--- src/rtl/bsg_mcl_fifo_width_converter.sv ---
// bsg_mcl_fifo_width_converter: packs host words into wide FIFO words (TX) and unpacks wide words into host words (RX)
module bsg_mcl_fifo_width_converter #(
  parameter int host_width_p = 32,
  parameter int fifo_width_p = 128,
  localparam int els_lp = fifo_width_p / host_width_p,
  localparam int cw = $clog2(els_lp),
  localparam int rw = cw + 1
) (
  input  logic                    clk_i,
  input  logic                    reset_n_i,
  input  logic                    host_tx_v_i,
  input  logic [host_width_p-1:0] host_tx_data_i,
  output logic                    host_tx_ready_o,
  output logic                    fifo_v_o,
  output logic [fifo_width_p-1:0] fifo_data_o,
  input  logic                    fifo_ready_i,
  input  logic                    fifo_v_i,
  input  logic [fifo_width_p-1:0] fifo_data_i,
  output logic                    fifo_ready_o,
  output logic                    host_rx_v_o,
  output logic [host_width_p-1:0] host_rx_data_o,
  input  logic                    host_rx_ready_i,
  output logic [cw-1:0]           tx_partial_o,
  output logic [rw-1:0]           rx_remaining_o
);
  if (els_lp < 2 || els_lp * host_width_p != fifo_width_p) begin : g_bad_ratio
    $error("fifo_width_p must be an integer multiple (>=2) of host_width_p");
  end
  logic [els_lp-1:0][host_width_p-1:0] tx_buf_r, tx_buf_n, rx_buf_r;
  logic [fifo_width_p-1:0] tx_out_r;
  logic [cw-1:0] tx_cnt_r;
  logic [rw-1:0] rx_rem_r, rx_idx;
  logic tx_full_r, tx_pend_r, tx_acc, tx_last, tx_move, tx_direct;
  // tx_out_r holds the word offered to the bridge; tx_pend_r marks a second complete word waiting in tx_buf_r
  assign host_tx_ready_o = reset_n_i & (!tx_pend_r | fifo_ready_i);
  assign tx_acc = host_tx_v_i & host_tx_ready_o;
  assign tx_last = tx_acc & (tx_cnt_r == cw'(els_lp - 1));
  assign tx_move = tx_pend_r & fifo_ready_i;
  assign tx_direct = tx_last & (!tx_full_r | fifo_ready_i);
  assign fifo_v_o = reset_n_i & tx_full_r;
  assign fifo_data_o = tx_out_r;
  assign tx_partial_o = tx_cnt_r;
  always_comb begin
    tx_buf_n = tx_buf_r;
    tx_buf_n[tx_cnt_r] = host_tx_data_i;
  end
  always_ff @(posedge clk_i) begin
    if (!reset_n_i) begin
      tx_cnt_r <= '0;
      tx_full_r <= 1'b0;
      tx_pend_r <= 1'b0;
    end else begin
      if (tx_acc) begin
        tx_buf_r <= tx_buf_n;
        tx_cnt_r <= tx_last ? '0 : tx_cnt_r + 1'b1;
      end
      tx_full_r <= tx_move | tx_direct | (tx_full_r & !fifo_ready_i);
      tx_pend_r <= (tx_pend_r & !fifo_ready_i) | (tx_last & !tx_direct);
      if (tx_move) tx_out_r <= tx_buf_r;
      else if (tx_direct) tx_out_r <= tx_buf_n;
    end
  end
  // slice 0 is emitted first, so the index counts up as rx_rem_r counts down
  assign host_rx_v_o = reset_n_i & (rx_rem_r != '0);
  assign fifo_ready_o = reset_n_i & ((rx_rem_r == '0) | ((rx_rem_r == rw'(1)) & host_rx_ready_i));
  assign rx_idx = rw'(els_lp) - rx_rem_r;
  assign host_rx_data_o = rx_buf_r[rx_idx[cw-1:0]];
  assign rx_remaining_o = rx_rem_r;
  always_ff @(posedge clk_i) begin
    if (!reset_n_i) begin
      rx_rem_r <= '0;
    end else if (fifo_v_i & fifo_ready_o) begin
      rx_buf_r <= fifo_data_i;
      rx_rem_r <= rw'(els_lp);
    end else if (host_rx_v_o & host_rx_ready_i) begin
      rx_rem_r <= rx_rem_r - 1'b1;
    end
  end
endmodule
--- config.mk ---
export PLATFORM = sky130hd
export DESIGN_NAME = bsg_mcl_fifo_width_converter
export DESIGN_NICKNAME = d
export VERILOG_FILES = /design/src/rtl/bsg_mcl_fifo_width_converter.sv
export SDC_FILE = /design/constraint.sdc
export NUM_CORES = 1
export LEC_CHECK = 0
export BUFFER_PORTS_ARGS = -buffer_cell sky130_fd_sc_hd__buf_2
export CORE_MARGIN = 2
export CORE_UTILIZATION = 44
export CTS_CLUSTER_SIZE = 30
export DETAILED_ROUTE_END_ITERATION = 10
export HOLD_SLACK_MARGIN = 0.02
export PLACE_DENSITY = 0.69
export SLEW_MARGIN = 0
export SYNTH_ARGS = -nofsm -noshare
export SYNTH_HDL_FRONTEND = slang
export SYNTH_SLANG_ARGS = --single-unit
--- constraint.sdc ---
create_clock -name clk_i -period 9.7 [get_ports clk_i]
set_input_delay 0.485 -clock clk_i [delete_from_list [all_inputs] [get_ports clk_i]]
set_output_delay 0.485 -clock clk_i [all_outputs]
set_load 0.02 [all_outputs]
# [Word-level counts from Yosys, hierarchy flattened]
# Cells that the tools add are included.
[classes] shift=0 bitwise=21 n_reduce_logical=13 n_mux=10 div_mod_pow=0 n_eq_ne=2 magnitude_cmp=3 add_sub_neg=3 mul=0
[ops] operator="two-way mux 128 bit" count=2
[ops] operator="bitwise mux 128 bit" count=1
[ops] operator="binary-select mux 32 bit (select 2 bit)" count=1
[ops] operator="demux 32 bit (select 2 bit)" count=1
[ops] operator="two-way mux 32 bit" count=2
[ops] operator="bitwise AND 1 bit" count=14
[ops] operator="< comparator 2 x 3 -> 1 bit, second input constant" count=2
[ops] operator="two-way mux 3 bit" count=2
[ops] operator="OR 1 bit" count=6
[ops] operator="AND reduction 2 bit" count=3
[ops] operator="logical NOT 1 bit" count=4
[ops] operator="nonzero test 2 bit" count=2
[ops] operator="== test 3 x 1 -> 1 bit, second input constant" count=1
[ops] operator="logical NOT 3 bit" count=1
[ops] operator="nonzero test 3 bit" count=1
[ops] operator="subtractor 3 x 1 -> 3 bit, second input constant" count=1
[ops] operator="adder 2 x 1 -> 2 bit, second input constant" count=1
[ops] operator="== test 2 bit, second input constant" count=1
[ops] operator="greater-or-equal comparator 2 x 1 -> 1 bit, second input constant" count=1
[ops] operator="two-way mux 2 bit" count=1
[ops] operator="OR reduction 2 bit" count=1
[ops] operator="subtractor 1 x 2 -> 2 bit, first input constant" count=1
[ops] operator="logical AND 1 bit" count=1
[ops] operator="inverter 1 bit" count=1
[word_totals] latch_bits=0 inputBits=166 mem_count=0 out_inout_bits=169 register_bits=391 mem_bits_ro=0 elab_cells=66 mem_bits_rw=0

# [Depth between registers and ports, before layout]
[logic_depth] ltp_word=9 ltp_mapped=7 depth_no_buf=5

# [Worst setup path after synthesis]
# OpenSTA, ideal clock, no wires.
[synth_timing] path_type="reg-to-reg" startpoint="register rx_rem_r[0] (netlist: rx_remaining_o[0])" endpoint="register rx_buf_r[0] in the netlist's numbering (enable)" n_path_buf=2 synth_period_minus_slack_ns=10.645 arrival_ns=9.870 setup_time_ns=0.775 stages_incl_launch_ff=7 slack_ns=-0.945 required_ns=8.925 path_cell_list="dfxtp_1 -> buf_2 -> buf_4 -> inv_1 -> ha_1 -> a21oi_1 -> nor3_1"
[synth_between] elab_chain_cells=6 word_cells_on_any_way=7 classes_between="1 x eq/ne; 4 x bitwise; 2 x reduce/logical"
[synth_rtl] element="start, declared" line="32" source="logic [rw-1:0] rx_rem_r, rx_idx;"
[synth_rtl] element="start signal, assigned" line="74" source="rx_rem_r <= rw'(els_lp);"
[synth_rtl] element="start signal, assigned" line="76" source="rx_rem_r <= rx_rem_r - 1'b1;"
[synth_rtl] element="== test 3 x 1 -> 1 bit" line="65" source="assign fifo_ready_o = reset_n_i & ((rx_rem_r == '0) | ((rx_rem_r == rw'(1)) & host_rx_ready_i));"
[synth_rtl] element="bitwise AND 1 bit" line="65"
[synth_rtl] element="OR 1 bit *" line="65"
[synth_rtl] element="bitwise AND 1 bit *" line="65"
[synth_rtl] element="bitwise AND 1 bit *" line="72" source="end else if (fifo_v_i & fifo_ready_o) begin"
[synth_rtl] element="AND reduction 2 bit (no line) *"
[synth_rtl] element="end signal, assigned" line="73" source="rx_buf_r <= fifo_data_i;"
[synth_rtl] element="end, declared" line="29" source="logic [els_lp-1:0][host_width_p-1:0] tx_buf_r, tx_buf_n, rx_buf_r;"
# Every way passes the cells marked *; elsewhere a longest branch is shown, timed or not.
# A chain may end at the register's enable or synchronous reset.

# [Worst setup path in the final report]
[layout_timing] startpoint="register rx_rem_r[0] (netlist: rx_remaining_o[0])" endpoint="output host_rx_data_o[15]"
[layout_between] elab_chain_cells=3
[layout_rtl] element="subtractor 1 x 2 -> 2 bit" line="66" source="assign rx_idx = rw'(els_lp) - rx_rem_r;"
[layout_rtl] element="binary-select mux 32 bit (select 2 bit)" line="67" source="assign host_rx_data_o = rx_buf_r[rx_idx[cw-1:0]];"
[layout_rtl] element="two-way mux 32 bit (implied by the code)" line="67"
[layout_rtl] element="end, declared" line="21" source="output logic [host_width_p-1:0] host_rx_data_o,"
# Every way passes these cells. The select of a mux whose other input is x is not followed.

==> impl_metrics.py <==
metrics = {
    "floorplan": {
        "num_rows": 70,
        "start_util_pct": 44.68,
        "dieArea_sq_mm": 0.03874,
        "pin_count": 335,
        "die_w_um": 196.8,
        "core_area_sq_mm": 0.03661,
        "die_h_um": 196.8,
    },
    "pwr": {
        "power.density_mw_per_mm2": 227.0,
        "seq_power_share_pct": 46.1,
        "power_frac_comb_pct": 17.7,
        "ir_drop_v": 0.0002300,
        "p_leak_uw": 0.007484,
        "pwr-share-clk_pct": 36.2,
        "cellInternalPower_uw": 3369,
        "swShare_pct": 25.01,
        "p_switching_uw": 1124,
    },
    "sta": {
        "finalCriticalPeriod_ns": 3.718,
        "rsz0062_at_grt": "false",
        "timing.hold.ws_ns": 0.1081,
        "hold_viol": 0,
        "tns_ns": 0,
        "setup_violations": 0,
        "fmax_mhz": 269.0,
        "fin_crit_sh_pct": 38.33,
        "report.final.slew_viol_count": 0,
        "worst_pin_slew_ns": 1.207,
        "fin_skew_ns": 0.01725,
        "slew_headroom_pct": 19.53,
    },
    "layout": {
        "fin_nets": 1291,
        "design_area_sq_mm": 0.01979,
        "post-route-util_pct": 54.06,
        "fin_cells": 1622,
        "syn_to_final_growth_pct": 20.98,
        "drive_gt1_share_pct": 61.16,
        "fillers": 2898,
    },
    "yosys": {
        "avgSynthCellArea_sq_um": 21.33,
        "seq_area_frac_synth_pct": 71.35,
        "netlist_instances": 767,
        "yosys-top-cells-area": "edfxtp_1, mux2_2, mux2_4",
        "syn_area_sq_mm": 0.01636,
        "ys_seq_elements": 391,
        "synth_top_area_share_pct": 70.49,
        "ys_types": 29,
        "syn_nets": 940,
        "ys_warn_count": 0,
        "yosysTopAreaCell": "edfxtp_1",
    },
    "worst_setup_path": {
        "crit_chain": "buf_4 -> inv_1 -> ha_1 -> buf_4 -> mux4_2 -> buf_2",
        "startpoint_type": "register",
        "critPathKind": "reg -> out",
        "crit_buf_inv": 4,
        "cpMaxStageDelayCell": "ha_1",
        "slowest_delay_ns": 0.64,
        "cp_top_family": "buffers and inverters",
        "critPathArrivalTime_ns": 3.23,
        "cpMostUsedCell": "buf_4",
        "crit_path_end_kind": "output pin",
        "crit_fanout": 35,
        "cp.required_ns": 9.22,
    },
    "clocking": {
        "clock-sinks": 391,
        "clkTransAtPathRegs_ns": 0.06,
        "htreeDepth": 2,
        "cts_buffers": 42,
        "cts_setup_buffers": 0,
        "ctsResizeCount": 0,
        "cts_hold_buf": 0,
        "cts_buffer_depth": 3,
        "insertion_delay_ns": 0.55,
        "cts_tree": "yes",
        "cts-root-buf": "clkbuf_16",
    },
    "route": {
        "drt_first_iter_violations": 468,
        "vias": 8375,
        "drt-pass1-iter-count": 6,
        "wl_per_cell_um": 21.02,
        "drc": 0,
        "via_per_inst": 5.163,
        "routed_wl_um": 34090,
        "ant_nets": 0,
    },
    "global_route": {
        "grt_overflow": 0,
        "antenna_found_initial": 5,
        "grt_usage_pct": 17.68,
        "grt_pass1_vias": 8817,
        "grt_pass1_wl_um": 51800,
        "grt_max_degree": 98,
    },
    "min_path": {
        "hold_class": "in -> reg",
    },
    "place": {
        "port_buffers": 334,
        "placed_cell_area_sq_mm": 0.01838,
        "dp_cells": 1542,
        "dpl.hpwl_um": 21770,
        "globalplace.congestion": 0.7791,
    },
    "run": {
        "maxCapViolCount": 0,
    },
    "outcome": {
        "status": "complete, no violations",
    },
}
through the flow:
step | setup WS (ns) | total power, uW
2_1_floorplan | 3.053 | 2688
5_1_grt | 5.743 | 4666
3_3_place_gp | 6.507 | 2891
3_5_place_dp | 6.440 | 2909
6_report | 5.982 | 4492
4_1_cts | 5.859 | 4554
sequential cells by signal (all words and copies together) (netlist names):
name / flops
fifo_data_o: 128
rx_buf_r: 128
tx_buf_r: 128
rx_remaining_o: 3
tx_partial_o: 2
tx_full_r: 1
tx_pend_r: 1
logic make-up after synthesis:
group                    share of synthesized area, %
buffers and inverters                           2.524
AO/OA/AOI/OAI                                  0.4819
flip-flops                                      71.35
AND/OR/NAND/NOR                                0.5738
adder cells (fa/ha/maj)                        0.5354
multiplexers                                    24.54
Yosys cell counts (all sizes together):
cell type,number
a31oi,2
a311o,1
edfxtp,384
and2,2
a311oi,1
buf,39
nor4,1
ha,7
inv,9
nand3,2
mux4,32
or2,1
o211ai,1
nand2b,1
mux2i,2
a21oi,5
nand2,6
nor2,2
dfxtp,7
a21o,1
nor3,4
mux2,256
o31ai,1
layout make-up:
| cell class | instances | area, sq um | share of cell area, % |
|---|---|---|---|
| multi-input combinational | 328 | 4320 | 21.83 |
| inverter | 9 | 38.79 | 0.1960 |
| tap | 468 | 585.6 | 2.959 |
| timing repair buffer | 346 | 1762 | 8.902 |
| sequential | 391 | 11670 | 58.98 |
| clock inverter | 27 | 291.5 | 1.473 |
| antenna | 3 | 7.507 | 0.03793 |
| clock buffer | 50 | 1112 | 5.621 |
placed cells by master, fill, tap and decap left out:
cell type,n
nor3_1,2
mux2_1,4
a31oi_1,2
nor3_4,2
o211ai_1,1
clkinv_2,9
clkbuf_1,6
clkbuf_16,43
buf_2,334
nand2_1,5
dfxtp_1,6
ha_1,3
mux4_2,32
a311oi_1,1
dfxtp_2,1
or2_2,1
clkinv_4,1
a21oi_1,5
nand3_1,2
mux2i_1,2
o31ai_1,1
inv_1,8
edfxtp_1,384
a21o_1,1
clkinvlp_4,3
clkbuf_8,1
bufinv_16,6
and2_1,2
a311o_1,1
nor4_1,1
buf_4,12
nor2_1,2
clkinv_1,7
diode_2,3
nand2b_1,1
ha_2,4
nand2_8,1
mux2_2,148
inv_6,2
mux2_4,104
path summary, 6_finish.rpt:
check	from	to	slack [ns]	cells after the start
setup reg to reg	rx_remaining_o[0]	rx_buf_r[105]	6.47	6
hold reg to reg	tx_full_r	tx_full_r	0.52	2
hold / removal	fifo_data_i[31]	rx_buf_r[31]	0.11	1
setup / recovery	rx_remaining_o[0]	host_rx_data_o[15]	5.98	6
worst reg2reg max path: stages, from the launching register on:
cell     delay, ns
dfxtp_2       0.31
buf_4         0.53
ha_1          0.27
a21oi_1       0.12
nor3_4        0.18
buf_4         0.38
buf_4         0.97
power by group through the flow:
stage | clock network, uW | registers, uW | logic (uW)
2_1_floorplan | 0 | 2120 | 568
3_3_place_gp | 0 | 2100 | 790
3_5_place_dp | 0 | 2110 | 802
4_1_cts | 1670 | 2070 | 807
5_1_grt | 1730 | 2080 | 849
6_report | 1630 | 2070 | 794
layer usage:
| layer | vias up | wire length [um] | global-route usage (%) |
|---|---|---|---|
| li1 | 3795 | - | - |
| met1 | 4228 | 13970 | 22.29 |
| met2 | 291 | 16510 | 28.77 |
| met3 | 57 | 2515 | 5.236 |
| met4 | 4 | 1075 | 7.101 |
| met5 | - | 18 | 0 |
No activity file was read; power rests on OpenSTA's default activity.
